File: config.mk
export PLATFORM = sky130hd
export DESIGN_NAME = dcpu16_alu_seq
export DESIGN_NICKNAME = d
export VERILOG_FILES = /design/src/rtl/dcpu16_pkg.sv /design/src/rtl/dcpu16_divu.sv /design/src/rtl/dcpu16_alu_seq.sv
export SDC_FILE = /design/constraint.sdc
export NUM_CORES = 1
export LEC_CHECK = 0
export ABC_AREA = 1
export BUFFER_PORTS_ARGS = -buffer_cell sky130_fd_sc_hd__buf_2
export CORE_ASPECT_RATIO = 0.6
export CORE_UTILIZATION = 45
export DETAILED_ROUTE_END_ITERATION = 8
export SYNTH_ARGS = -nofsm -noshare
export SYNTH_HDL_FRONTEND = slang
export SYNTH_SLANG_ARGS = --single-unit
File: constraint.sdc
create_clock -name clk -period 6.25 [get_ports clk]
set_clock_uncertainty 0.15 [all_clocks]
set_input_delay 0 -clock clk [delete_from_list [all_inputs] [get_ports clk]]
set_output_delay 0 -clock clk [all_outputs]
set_load 0.1 [all_outputs]
File: src/rtl/dcpu16_pkg.sv
// Shared definitions for the DCPU16 arithmetic sequencer: opcodes, FSM
// state encoding and divider iteration defaults.
package dcpu16_pkg;

    localparam logic [3:0] OPC_ILL = 4'h0;
    localparam logic [3:0] OPC_SET = 4'h1;
    localparam logic [3:0] OPC_ADD = 4'h2;
    localparam logic [3:0] OPC_SUB = 4'h3;
    localparam logic [3:0] OPC_MUL = 4'h4;
    localparam logic [3:0] OPC_DIV = 4'h5;
    localparam logic [3:0] OPC_MOD = 4'h6;
    localparam logic [3:0] OPC_SHL = 4'h7;
    localparam logic [3:0] OPC_SHR = 4'h8;
    localparam logic [3:0] OPC_AND = 4'h9;
    localparam logic [3:0] OPC_BOR = 4'hA;
    localparam logic [3:0] OPC_XOR = 4'hB;
    localparam logic [3:0] OPC_IFE = 4'hC;
    localparam logic [3:0] OPC_IFN = 4'hD;
    localparam logic [3:0] OPC_IFG = 4'hE;
    localparam logic [3:0] OPC_IFB = 4'hF;

    localparam int DIV_STEPS_DEF = 32;
    localparam int MOD_STEPS_DEF = 16;

    typedef enum logic [1:0] {
        ST_IDLE = 2'd0,
        ST_ITER = 2'd1,
        ST_DONE = 2'd2
    } state_t;

endpackage

File: src/rtl/dcpu16_divu.sv
// Iterative restoring unsigned divider, one quotient bit per clock.
// done/quot/rem present the result of the step taken on the edge where done is high.
module dcpu16_divu #(
    parameter int DW = 16,
    parameter int CW = $clog2(2 * DW + 1)
) (
    input  logic              clk,
    input  logic              rst,
    input  logic              start,
    input  logic [2*DW-1:0]   dividend,
    input  logic [DW-1:0]     divisor,
    input  logic [CW-1:0]     nsteps,
    output logic              done,
    output logic [2*DW-1:0]   quot,
    output logic [DW-1:0]     rem
);

    logic              busy_r;
    logic [CW-1:0]     cnt_r;
    logic [CW-1:0]     nsteps_r;
    logic [2*DW-1:0]   dvd_r;
    logic [DW-1:0]     dvs_r;
    logic [2*DW-2:0]   quot_r;
    logic [DW-1:0]     rem_r;

    logic [DW:0]       trial_s;
    logic [DW:0]       diff_s;
    logic              ge_s;
    logic [DW-1:0]     rem_nxt_s;
    logic [2*DW-1:0]   quot_nxt_s;
    logic              done_s;

    // Trial subtraction; the partial remainder stays below the divisor, so the
    // borrow bit of the difference is exactly "trial < divisor".
    always_comb begin
        trial_s    = {rem_r, dvd_r[2*DW-1]};
        diff_s     = trial_s - {1'b0, dvs_r};
        ge_s       = ~diff_s[DW];
        if (ge_s) begin
            rem_nxt_s = diff_s[DW-1:0];
        end else begin
            rem_nxt_s = trial_s[DW-1:0];
        end
        quot_nxt_s = {quot_r, ge_s};
        done_s     = busy_r && (cnt_r == (nsteps_r - {{(CW-1){1'b0}}, 1'b1}));
    end

    assign done = done_s;
    assign quot = quot_nxt_s;
    assign rem  = rem_nxt_s;

    // Operand load on start, then one shift/subtract step per cycle while busy.
    always_ff @(posedge clk) begin
        if (rst) begin
            busy_r   <= 1'b0;
            cnt_r    <= '0;
            nsteps_r <= '0;
            dvd_r    <= '0;
            dvs_r    <= '0;
            quot_r   <= '0;
            rem_r    <= '0;
        end else if (start) begin
            busy_r   <= 1'b1;
            cnt_r    <= '0;
            nsteps_r <= nsteps;
            dvd_r    <= dividend;
            dvs_r    <= divisor;
            quot_r   <= '0;
            rem_r    <= '0;
        end else if (busy_r) begin
            dvd_r    <= {dvd_r[2*DW-2:0], 1'b0};
            rem_r    <= rem_nxt_s;
            quot_r   <= quot_nxt_s[2*DW-2:0];
            cnt_r    <= cnt_r + {{(CW-1){1'b0}}, 1'b1};
            busy_r   <= ~done_s;
        end else begin
            busy_r   <= 1'b0;
        end
    end

endmodule

File: src/rtl/dcpu16_alu_seq.sv
// DCPU16 ALU sequencer: request/response handshake, single-cycle ops,
// DIV/MOD through the iterative divider, IFx evaluation and the O register.
module dcpu16_alu_seq
    import dcpu16_pkg::*;
#(
    parameter int DW        = 16,
    parameter int DIV_STEPS = DIV_STEPS_DEF,
    parameter int MOD_STEPS = MOD_STEPS_DEF
) (
    input  logic          clk,
    input  logic          rst,
    input  logic          req_vld,
    output logic          req_rdy,
    input  logic [3:0]    req_opc,
    input  logic [15:0]   req_a,
    input  logic [15:0]   req_b,
    output logic          rsp_vld,
    input  logic          rsp_rdy,
    output logic [15:0]   rsp_res,
    output logic          rsp_wre,
    output logic          rsp_skp,
    output logic          rsp_err,
    output logic [15:0]   reg_o,
    output logic          busy
);

    localparam int CW = $clog2(2 * DW + 1);

    state_t        state_r, state_nxt_s;
    logic [3:0]    opc_r, opc_nxt_s;
    logic [15:0]   rsp_res_r, res_nxt_s;
    logic          rsp_wre_r, wre_nxt_s;
    logic          rsp_skp_r, skp_nxt_s;
    logic          rsp_err_r, err_nxt_s;
    logic [15:0]   reg_o_r, o_nxt_s;
    logic          rsp_vld_r, req_rdy_r, busy_r;

    logic [16:0]   sum_s;
    logic [31:0]   mul_s;
    logic [31:0]   shl_s;
    logic [15:0]   shr_o_s;
    logic          b_ge16_s, b_ge32_s;

    logic [15:0]   alu_res_s, alu_o_s;
    logic          alu_wre_s, alu_skp_s, alu_err_s, alu_iter_s;

    logic          div_start_s, div_done_s;
    logic [CW-1:0] div_nsteps_s;
    logic [31:0]   div_quot_s;
    logic [15:0]   div_rem_s;

    assign sum_s    = {1'b0, req_a} + {1'b0, req_b};
    assign mul_s    = {16'h0000, req_a} * {16'h0000, req_b};
    assign shl_s    = {16'h0000, req_a} << req_b[4:0];
    assign shr_o_s  = 16'(({req_a, 16'h0000}) >> req_b[4:0]);
    assign b_ge16_s = |req_b[15:4];
    assign b_ge32_s = |req_b[15:5];

    // Result of the single-cycle ops from the request operands; DIV/MOD with a
    // non-zero divisor instead flag that the divider has to run.
    always_comb begin
        alu_res_s  = 16'h0000;
        alu_o_s    = reg_o_r;
        alu_wre_s  = 1'b0;
        alu_skp_s  = 1'b0;
        alu_err_s  = 1'b0;
        alu_iter_s = 1'b0;
        case (req_opc)
            OPC_SET: begin
                alu_res_s = req_b;
                alu_wre_s = 1'b1;
            end
            OPC_ADD: begin
                alu_res_s = sum_s[15:0];
                alu_o_s   = {15'h0000, sum_s[16]};
                alu_wre_s = 1'b1;
            end
            OPC_SUB: begin
                alu_res_s = req_a - req_b;
                alu_o_s   = (req_b > req_a) ? 16'hFFFF : 16'h0000;
                alu_wre_s = 1'b1;
            end
            OPC_MUL: begin
                alu_res_s = mul_s[15:0];
                alu_o_s   = mul_s[31:16];
                alu_wre_s = 1'b1;
            end
            OPC_DIV: begin
                alu_wre_s = 1'b1;
                if (req_b == 16'h0000) begin
                    alu_o_s = 16'h0000;
                end else begin
                    alu_iter_s = 1'b1;
                end
            end
            OPC_MOD: begin
                alu_wre_s = 1'b1;
                if (req_b == 16'h0000) begin
                    alu_res_s = 16'h0000;
                end else begin
                    alu_iter_s = 1'b1;
                end
            end
            OPC_SHL: begin
                alu_wre_s = 1'b1;
                if (b_ge32_s) begin
                    alu_o_s = 16'h0000;
                end else begin
                    alu_res_s = shl_s[15:0];
                    alu_o_s   = shl_s[31:16];
                end
            end
            OPC_SHR: begin
                alu_wre_s = 1'b1;
                if (b_ge16_s) begin
                    alu_res_s = 16'h0000;
                end else begin
                    alu_res_s = req_a >> req_b[3:0];
                end
                if (b_ge32_s) begin
                    alu_o_s = 16'h0000;
                end else begin
                    alu_o_s = shr_o_s;
                end
            end
            OPC_AND: begin
                alu_res_s = req_a & req_b;
                alu_wre_s = 1'b1;
            end
            OPC_BOR: begin
                alu_res_s = req_a | req_b;
                alu_wre_s = 1'b1;
            end
            OPC_XOR: begin
                alu_res_s = req_a ^ req_b;
                alu_wre_s = 1'b1;
            end
            OPC_IFE: alu_skp_s = ~(req_a == req_b);
            OPC_IFN: alu_skp_s = ~(req_a != req_b);
            OPC_IFG: alu_skp_s = ~(req_a > req_b);
            OPC_IFB: alu_skp_s = ~((req_a & req_b) != 16'h0000);
            default: alu_err_s = 1'b1;
        endcase
    end

    assign div_nsteps_s = (req_opc == OPC_DIV) ? CW'(DIV_STEPS) : CW'(MOD_STEPS);

    dcpu16_divu #(
        .DW (DW),
        .CW (CW)
    ) u_divu (
        .clk      (clk),
        .rst      (rst),
        .start    (div_start_s),
        .dividend ({req_a, 16'h0000}),
        .divisor  (req_b),
        .nsteps   (div_nsteps_s),
        .done     (div_done_s),
        .quot     (div_quot_s),
        .rem      (div_rem_s)
    );

    // Next-state and next response/O values; response fields only move on
    // entry to DONE so they stay stable under backpressure.
    always_comb begin
        state_nxt_s = state_r;
        opc_nxt_s   = opc_r;
        res_nxt_s   = rsp_res_r;
        wre_nxt_s   = rsp_wre_r;
        skp_nxt_s   = rsp_skp_r;
        err_nxt_s   = rsp_err_r;
        o_nxt_s     = reg_o_r;
        div_start_s = 1'b0;
        case (state_r)
            ST_IDLE: begin
                if (req_vld) begin
                    opc_nxt_s = req_opc;
                    if (alu_iter_s) begin
                        div_start_s = 1'b1;
                        state_nxt_s = ST_ITER;
                    end else begin
                        state_nxt_s = ST_DONE;
                        res_nxt_s   = alu_res_s;
                        wre_nxt_s   = alu_wre_s;
                        skp_nxt_s   = alu_skp_s;
                        err_nxt_s   = alu_err_s;
                        o_nxt_s     = alu_o_s;
                    end
                end else begin
                    state_nxt_s = ST_IDLE;
                end
            end
            ST_ITER: begin
                if (div_done_s) begin
                    state_nxt_s = ST_DONE;
                    wre_nxt_s   = 1'b1;
                    skp_nxt_s   = 1'b0;
                    err_nxt_s   = 1'b0;
                    if (opc_r == OPC_DIV) begin
                        res_nxt_s = div_quot_s[31:16];
                        o_nxt_s   = div_quot_s[15:0];
                    end else begin
                        res_nxt_s = div_rem_s;
                    end
                end else begin
                    state_nxt_s = ST_ITER;
                end
            end
            ST_DONE: begin
                if (rsp_rdy) begin
                    state_nxt_s = ST_IDLE;
                end else begin
                    state_nxt_s = ST_DONE;
                end
            end
            default: state_nxt_s = ST_IDLE;
        endcase
    end

    // State, response and O registers; handshake flags registered from next state.
    always_ff @(posedge clk) begin
        if (rst) begin
            state_r   <= ST_IDLE;
            opc_r     <= 4'h0;
            rsp_res_r <= 16'h0000;
            rsp_wre_r <= 1'b0;
            rsp_skp_r <= 1'b0;
            rsp_err_r <= 1'b0;
            reg_o_r   <= 16'h0000;
            rsp_vld_r <= 1'b0;
            req_rdy_r <= 1'b1;
            busy_r    <= 1'b0;
        end else begin
            state_r   <= state_nxt_s;
            opc_r     <= opc_nxt_s;
            rsp_res_r <= res_nxt_s;
            rsp_wre_r <= wre_nxt_s;
            rsp_skp_r <= skp_nxt_s;
            rsp_err_r <= err_nxt_s;
            reg_o_r   <= o_nxt_s;
            rsp_vld_r <= (state_nxt_s == ST_DONE);
            req_rdy_r <= (state_nxt_s == ST_IDLE);
            busy_r    <= (state_nxt_s != ST_IDLE);
        end
    end

    assign req_rdy = req_rdy_r;
    assign rsp_vld = rsp_vld_r;
    assign rsp_res = rsp_res_r;
    assign rsp_wre = rsp_wre_r;
    assign rsp_skp = rsp_skp_r;
    assign rsp_err = rsp_err_r;
    assign reg_o   = reg_o_r;
    assign busy    = busy_r;

endmodule

Word level (Yosys, flattened, before mapping):

Cells that the tools add are included.

* latch bits: 0
* memory bits (read-only): 0
* register bits after elaboration: 136
* memory bits (writable): 0
* output and inout bits: 38
* bits of input ports: 40
* memories: 0
* logic and storage cells: 130

* multiplexer cells: 48
* $add $sub $neg: 5
* div/mod/pow operators: 0
* reductions and logical operators: 17
* multipliers: 1
* eq/ne operators: 28
* bitwise operators: 9
* magnitude comparators: 2
* shifts and indexed selects: 3

Operators by type and width (number)
* $mux W16: 15
* $pmux W16 S9: 1
* $pmux W16 S6: 1
* $mux W32: 2
* $pmux W16 S2: 2
* $eq A4 B4 Y1 const B: 8
* $gt A16 B16 Y1: 2
* $mul A16 B16 Y32: 1
* $shl A16 B5 Y32: 1
* $shr A32 B5 Y16: 1
* $reduce_or A11 Y1: 2
* $eq A4 B3 Y1 const B: 5
* $add A16 B16 Y17: 1
* $mux W1: 17
* $sub A17 B16 Y17: 1
* $and A16 B16 Y16: 1
* $eq A16 B16 Y1: 1
* $logic_not A16 Y1: 1
* $ne A16 B16 Y1: 1
* $or A16 B16 Y16: 1
* $reduce_bool A16 Y1: 1
* $shr A16 B4 Y16: 1
* $sub A16 B16 Y16: 1
* $xor A16 B16 Y16: 1
* 26 further kinds: 44

Longest topological paths before layout:

Gate-level depths: netlist of run 1.

* depth in word-level cells: 7
* gate-level depth with buffers: 33
* gate-level depth less buffers: 30

Modules after synthesis:

From an unflattened synthesis of run 1, not the netlist that was laid out.

* cells, all modules: 3446
* area, all modules: 22136.2 um^2

Modules (own cells, without submodules)
* dcpu16_alu_seq: area an instance 16415.7 um^2, cells an instance 2640, seq. area each 880.8 um^2, instances 1
* dcpu16_divu: area an instance 5720.5 um^2, cells an instance 806, seq. area each 2162.1 um^2, instances 1

Worst setup path after synthesis of run 1:

No wires, ideal clock.

* path kind: input to register
* start: input port req_b[3]
* end: register rsp_res_r[12] (netlist: rsp_res[12])
* path buffers: 4
* setup time: 109 ps
* arrival time: 5433 ps
* path slack: 559 ps
* data required time: 5991 ps
* stages: 28
* path through: buf_2 clkbuf_1 clkbuf_1 clkbuf_1 nand2_1 fa_1 fa_1 fa_1 fa_1 inv_1 fa_1 inv_1 fa_1 inv_1 ha_1 nand2_1 nor2_1 nand3_1 nand3_1 nand2_1 inv_1 nor2_1 nor2_1 nand3_1 nand2_1 nand3_1 nand2_1 inv_1

* word-level cells in the longest chain between the ends: 6
* elaborated cells between the ends (all ways): 16
* classes of those cells: add/sub (2); mul (1); eq/ne (1); shift (2); mux (8); reduce/logical (2)

Ends and longest elaborated chain
* from (decl): line dcpu16_alu_seq.sv:16 `input logic [15:0] req_b,`
* branches (longest 6 deep; another with $mul A16 B16 Y32)
* to (signal assigned): line dcpu16_alu_seq.sv:236 `rsp_res_r <= res_nxt_s;`
* to (decl): line dcpu16_alu_seq.sv:31 `logic [15:0] rsp_res_r, res_nxt_s;`

Parallel ways; which one is timed is not known. The select of a mux whose other input is x is not followed.
A chain may end at the register's enable or synchronous reset.

Final worst setup path of run 1:

* start: input port req_b[10]
* end: register reg_o_r[0] (netlist: reg_o[0])

* word-level cells in the longest chain between the ends: 6
* elaborated cells between the ends (all ways): 17
* classes of those cells: add/sub (1); mul (1); order compare (1); eq/ne (2); mux (9); reduce/logical (3)

Ends and longest elaborated chain
* branches (longest 6 deep; another with $mul A16 B16 Y32)
* to (signal assigned): line dcpu16_alu_seq.sv:240 `reg_o_r <= o_nxt_s;`
* to (decl): line dcpu16_alu_seq.sv:35 `logic [15:0] reg_o_r, o_nxt_s;`

Parallel ways; which one is timed is not known. The select of a mux whose other input is x is not followed.

==> results of run 1 <==
[sequential cells by signal, summed over array words and instances (netlist names)]
| register | cells |
|---|---|
| u_divu.quot_r | 31 |
| reg_o | 16 |
| rsp_res | 16 |
| u_divu.dvd_r | 16 |
| u_divu.dvs_r | 16 |
| u_divu.rem_r | 16 |
| u_divu.cnt_r | 6 |
| opc_r | 4 |
| state_r | 2 |
| u_divu.nsteps_r | 2 |
| busy | 1 |
| req_rdy | 1 |
| rsp_err | 1 |
| rsp_skp | 1 |
| rsp_vld | 1 |
| rsp_wre | 1 |
| u_divu.busy_r | 1 |
[worst reg2reg max path: cells and delay by family (launching register included)]
family / cells / cell delay, ns
DFF: 1 / 0.35
and+or+nand+nor: 13 / 1.84
buffers and inverters: 3 / 0.26
adders and majority gates: 2 / 0.62
[routing by layer]
| metal | routed length, microns | part of all wire, % |
|---|---|---|
| met5 | 126 | 0.13 |
| met2 | 35300 | 37 |
| met1 | 43300 | 45 |
| met3 | 15000 | 16 |
| met4 | 1990 | 2.1 |
[Yosys cell counts, types with 4 or more instances]
master    number
a21oi_1      189
a21oi_2       15
buf_1          9
buf_2         41
buf_4         10
buf_6         13
clkbuf_1      83
clkinv_1       4
dfxtp_1      132
fa_1         197
ha_1         170
inv_1        652
inv_2         15
nand2_1     1004
nand2_2       14
nand2_4        5
nand3_1      353
nand3_2        4
nand3b_1       8
nand4_1       56
nor2_1       171
nor2_2         5
nor3_1        19
o211ai_1      16
o21ai_0      127
o21ai_1       19
o21bai_1      10
o22ai_1       18
or2_2          8
xnor2_1        6
xor2_1        12
[timing repair]
item	4_1_cts	5_1_grt
endpoints found under the setup margin	0	13
hold buffers	18	0
resized for setup	0	10
hold endpoints to repair	23	0
[power by group]
part           switching, W  internal [W]
combinational       0.00629       0.00305
clock              0.000462      0.000606
sequential        0.0000278      0.000882
[stage by stage]
step	util [%]	area [sq um]	power (W)	setup WS [ns]	instances
global route	50.0	23300	0.0123	0.0148	4097
detailed placement	48.3	22500	0.00981	0.181	4047
CTS	49.9	23300	0.0110	0.186	4097
finish	50.0	23300	0.0113	0.201	4099
floorplan	-	21500	0.00668	0.559	3415
global placement	48.3	22500	0.00979	0.210	4047
[logic make-up after synthesis]
kind of cell,after synthesis
fa+ha+maj,367
compound gates,401
buf+inv,831
xor+xnor,18
simple gates,1666
flops,132
[final cells by class]
cell class                 instances  area [sq um]  area share (%)
tap                              630           788            3.38
inverter                         673          2530            10.8
clock buffer                      19           443            1.90
multi-input combinational       2452         15600            66.7
clock inverter                    13           149           0.638
sequential                       132          2640            11.3
timing repair buffer             178          1220            5.23
antenna                            2          5.00          0.0214
[path summary, 6_finish.rpt]
check | end | slack (ns)
max | reg_o[0]$_SDFFE_PP0P_ | 0.20
max reg2reg | rsp_res[13]$_SDFFE_PP0P_ | 2.98
min reg2reg | u_divu.dvs_r[2]$_SDFFE_PP0P_ | 0.31
min | u_divu.dvd_r[26]$_SDFFE_PP0P_ | 0.04
==> results_dict.tcl, run 1 <==
set metrics [dict create \
    status "finished clean" \
    fill_cells 4959 \
    worstPathRequired_ns 6.48 \
    final.min_clock_period_ns 6.05 \
    peakVddDrop_mv 0.640 \
    fp.dieArea_sq_um 48700 \
    port_buffers 77 \
    worstSetupStartpointType "primary input" \
    drive_gt1_share_pct 7.96 \
    finalSetupViolations 0 \
    grt_pass1_vias 21600 \
    synth-edff-count 0 \
    final_common_cell "nand2_1" \
    clock_sinks 132 \
    p_leak_nw 12.8 \
    grt_usage_pct 39.3 \
    yosys.area_share.xor_xnor_pct 0.734 \
    hold_viol 0 \
    cts_max_level 4 \
    start_util_pct 46.0 \
    min-delay-start "req_a[10]" \
    final.setup.tns_ns 0 \
    drc 0 \
    synth_top_family_by_area "simple AND/OR/NAND/NOR gates" \
    whs_path_depth 4 \
    clk_pin_slew_ns 0.07 \
    first_pass_iters 9 \
    maxCapViolations 0 \
    timing.fmax_ghz 0.165 \
    ys_ff_latch 132 \
    netlist_instances 3415 \
    synthAdderAreaFrac_pct 28.2 \
    cp_slowest_stage_delay_ns 0.56 \
    tightest_slew_ns 1.18 \
    synth-compound-area-share_pct 10.1 \
    grt_use_met1_pct 57.8 \
    yosysSeqAreaShare_pct 12.3 \
    synth.top_cell.area_share_pct 18.4 \
    cts_tree "built" \
    slowest_stage "fa_1" \
    finalCritPeriodShare_pct 96.8 \
    critical_path_depth 26 \
    drtIter0Drc 3159 \
    slew_viol_final 0 \
    synth_area_leader_cell "fa_1" \
    rows 61 \
    wirelength_mm 95.8 \
    grt_most_used_layer "met1" \
    wl_per_cell_microns 23.4 \
    die_w_microns 284 \
    p_per_area_nw_per_um2 485 \
    hp-class "in2reg" \
    synth_area_sq_um 21500 \
    rsz0062_at_grt "no" \
    relSlewSlack_pct 20.7 \
    grt_pass1_wl_mm 141 \
    yosysUniqueCellTypes 50 \
    path_class "in2reg" \
    ios 78 \
    yosys-top-cells-area "fa_1 (18%), nand2_1 (18%), dfxtp_1 (12%), inv_1 (11%), ha_1 (9.9%)" \
    vias 23200 \
    clockBufferDepth 2 \
    synthMuxAreaShare_pct 0 \
    grtUsageMet2_pct 50.9 \
    met3_usage_pct 17.7 \
    worstPathMaxFanout 13 \
    ant_nets 0 \
    crit_start "req_b[10]" \
    crit_family "adder cells" \
    whs_ns 0.0351 \
    grt_max_degree 76 \
    yosys_warnings 0 \
    cts_setup_buffers 0 \
    place_congestion 1.03 \
    critPathArrivalTime_ns 6.27 \
    grt-ovfl-total 0 \
    endpoint_kind "register" \
    nets 3861 \
    reg2reg_depth 18 \
    antenna_found_initial 2 \
    synthFlopType "dfxtp_1" \
    dieHeight_microns 171 \
    r2r-start "u_divu.dvd_r[31]$_SDFFE_PP0P_" \
    final_cell_mix "nand2_1 (1004), inv_1 (651), nand3_1 (353), fa_1 (197), a21oi_1 (189)" \
    cts-root-buf "clkbuf_16" \
    area_growth_pct 8.59 \
    insertion_delay_ns 0.46 \
    cp_num_buf_inv 9 \
    dp_hpwl_mm 77.5 \
    post_drt_via_cell_ratio 5.66 \
    numCtsBuffers 17 \
    core_area_sq_um 46700 \
    synth_simple_gate_area_share_pct 33.2 \
    syn_area_per_cell_sq_um 6.29 \
    postSynth.asyncResetShare_pct 0 \
    syn_nets 3822 \
]
No activity file was read; power rests on OpenSTA's default activity.
==> run 2: changes to the inputs <==
CORE_UTILIZATION = 50   (was 45)
PLACE_DENSITY = 0.67   (was unset)
==> results_dict.tcl, run 2 (same netlist as run 1, synthesis figures left out) <==
set metrics [dict create \
    status "finished clean" \
    power_frac_clock_pct 10.0 \
    rows 58 \
    rsz0062_at_grt "no" \
    dieHeight_microns 163 \
    post_drt_via_cell_ratio 5.86 \
    drive_gt1_share_pct 7.30 \
    fp.dieArea_sq_um 43800 \
    antenna_found_initial 0 \
    grt_max_degree 75 \
    cp_slowest_stage_delay_ns 0.69 \
    grt_pass1_vias 21300 \
    cts-root-buf "clkbuf_16" \
    reg2reg_slack_ns 2.78 \
    cts_max_level 4 \
    relSlewSlack_pct 15.9 \
    antennaDiodeCount 0 \
    timing.fmax_ghz 0.164 \
    cp_num_buf_inv 4 \
    worstSetupStartpointType "primary input" \
    seq_power_share_pct 8.3 \
    drc 0 \
    clock_sinks 132 \
    core_area_sq_um 42200 \
    hold_viol 0 \
    cts_setup_buffers 0 \
    nets 3834 \
    vias 23500 \
    wirelength_mm 92.7 \
    port_buffers 77 \
    place_congestion 1.05 \
    first_pass_iters 8 \
    wl_per_cell_microns 23.1 \
    drtIter0Drc 3514 \
    die_w_microns 270 \
    worstPathMaxFanout 10 \
    placed_area_sq_um 22200 \
    p_switching_w 0.00666 \
    final_cell_mix "nand2_1 (1001), inv_1 (651), nand3_1 (352), fa_1 (197), a21oi_1 (189)" \
    start_util_pct 51.0 \
    p_int_w 0.00435 \
    ios 78 \
    ant_nets 0 \
    crit_family "adder cells" \
    regMostFlops "u_divu.quot_r" \
    p_comb_share_pct 81.8 \
    largest_register_ffs 31 \
    dp_hpwl_mm 74.6 \
    numCtsBuffers 17 \
    worstPathRequired_ns 6.49 \
    cts_tree "built" \
    critPathArrivalTime_ns 6.33 \
    finalCritPeriodShare_pct 97.6 \
    tightest_slew_ns 1.26 \
    slew_viol_final 0 \
    p_leak_nw 12.7 \
    grt_usage_pct 42.2 \
    clk_pin_slew_ns 0.08 \
    hp-class "in2reg" \
    final.min_clock_period_ns 6.10 \
    switching_share_pct 60.5 \
    final_common_cell "nand2_1" \
    grt_pass1_wl_mm 138 \
    area_growth_pct 7.35 \
    maxCapViolations 0 \
    worstPathCellList "dlygate4sd3_1 -> buf_2 -> buf_4 -> nand2_1 -> fa_1 -> inv_1 -> fa_1 -> fa_1 -> fa_1 -> fa_1 -> ha_1 -> ha_1 -> nand2_1 -> nor2_1 -> nand2_1 -> nor3_1 -> nand2_1 -> nand4_1 -> nand3_1 -> nand3_1 -> nand2_1 -> a21oi_2" \
    slowest_stage "fa_1" \
    stdcell_area_sq_um 23100 \
    finalSetupViolations 0 \
    p_per_area_nw_per_um2 477 \
    peakVddDrop_mv 0.686 \
    insertion_delay_ns 0.43 \
    endpoint_kind "register" \
    clockBufferDepth 2 \
    path_class "in2reg" \
    final.setup.tns_ns 0 \
    grt-ovfl-total 0 \
]
==> run 2: changes by cell type in the layout (fill, tap and decap cells not counted), sizes merged <==
cell         previous run  this run
buf                   157       132
clkbuf                 22        17
inv                   673       678
clkinv                 10         7
diode                   2         0
dlygate4sd3            18        19
==> run 2: cell type report <==
type / instances / area (sq um)
Tap cell: 570 / 713
Clock buffer: 17 / 425
Inverter: 673 / 2530
Clock inverter: 15 / 189
Multi-Input combinational cell: 2452 / 15600
Timing Repair Buffer: 151 / 1000
Fill cell: 4242 / 19100
Sequential cell: 132 / 2640
==> run 2: stage by stage <==
stage               power [W]  utilization (%)  std cells  worst slack, ns  hold slack [ns]
detailed placement    0.00941             52.7       3959            0.222            0.166
finish                 0.0110             54.7       4010            0.152           0.0109
CTS                    0.0106             54.6       4010            0.160          0.00394
floorplan             0.00668                -       3415            0.559          -0.0107
global placement      0.00931             52.7       3959            0.220            0.163
global route           0.0119             54.7       4010          0.00918          0.00314
==> run 2: tightest hold or removal path: cells and delay by family <==
kind                   cells  cell delay, ns
buffers and inverters      3            0.46
AO/OA/AOI/OAI              1            0.07
==> run 2: worst paths after layout <==
kind	startpoint	to	cells after the start
worst min-delay path	req_a[15]	u_divu.dvd_r[31]$_SDFFE_PP0P_	4
worst min register to register	u_divu.quot_r[30]$_SDFFE_PP0P_	u_divu.quot_r[30]$_SDFFE_PP0P_	2
worst max-delay path	req_a[14]	reg_o[12]$_SDFFE_PP0P_	22
worst max register to register	u_divu.dvd_r[31]$_SDFFE_PP0P_	rsp_res[15]$_SDFFE_PP0P_	15
==> run 2: repair_timing <==
| item | 4_1_cts | 5_1_grt |
|---|---|---|
| endpoints found under the hold margin | 25 | 0 |
| gates resized for setup | 0 | 17 |
| setup endpoints to repair | 0 | 17 |
| hold buffers | 19 | 0 |
==> run 2: power by group through the flow <==
stage,sequential [W],combinational (W),clock [W]
floorplan,0.00110,0.00558,0
global placement,0.000926,0.00839,0
detailed placement,0.000927,0.00848,0
CTS,0.000908,0.00856,0.00110
global route,0.000911,0.00987,0.00114
finish,0.000909,0.00900,0.00110
==> run 2: metal layers <==
layer	vias up	part of all wire (%)	GRT usage, %
met2	1555	38	55.3
met1	11200	45	64.8
met3	140	15	13.4
met4	0	2.4	10.6
li1	10600	-	-
met5	-	0	0
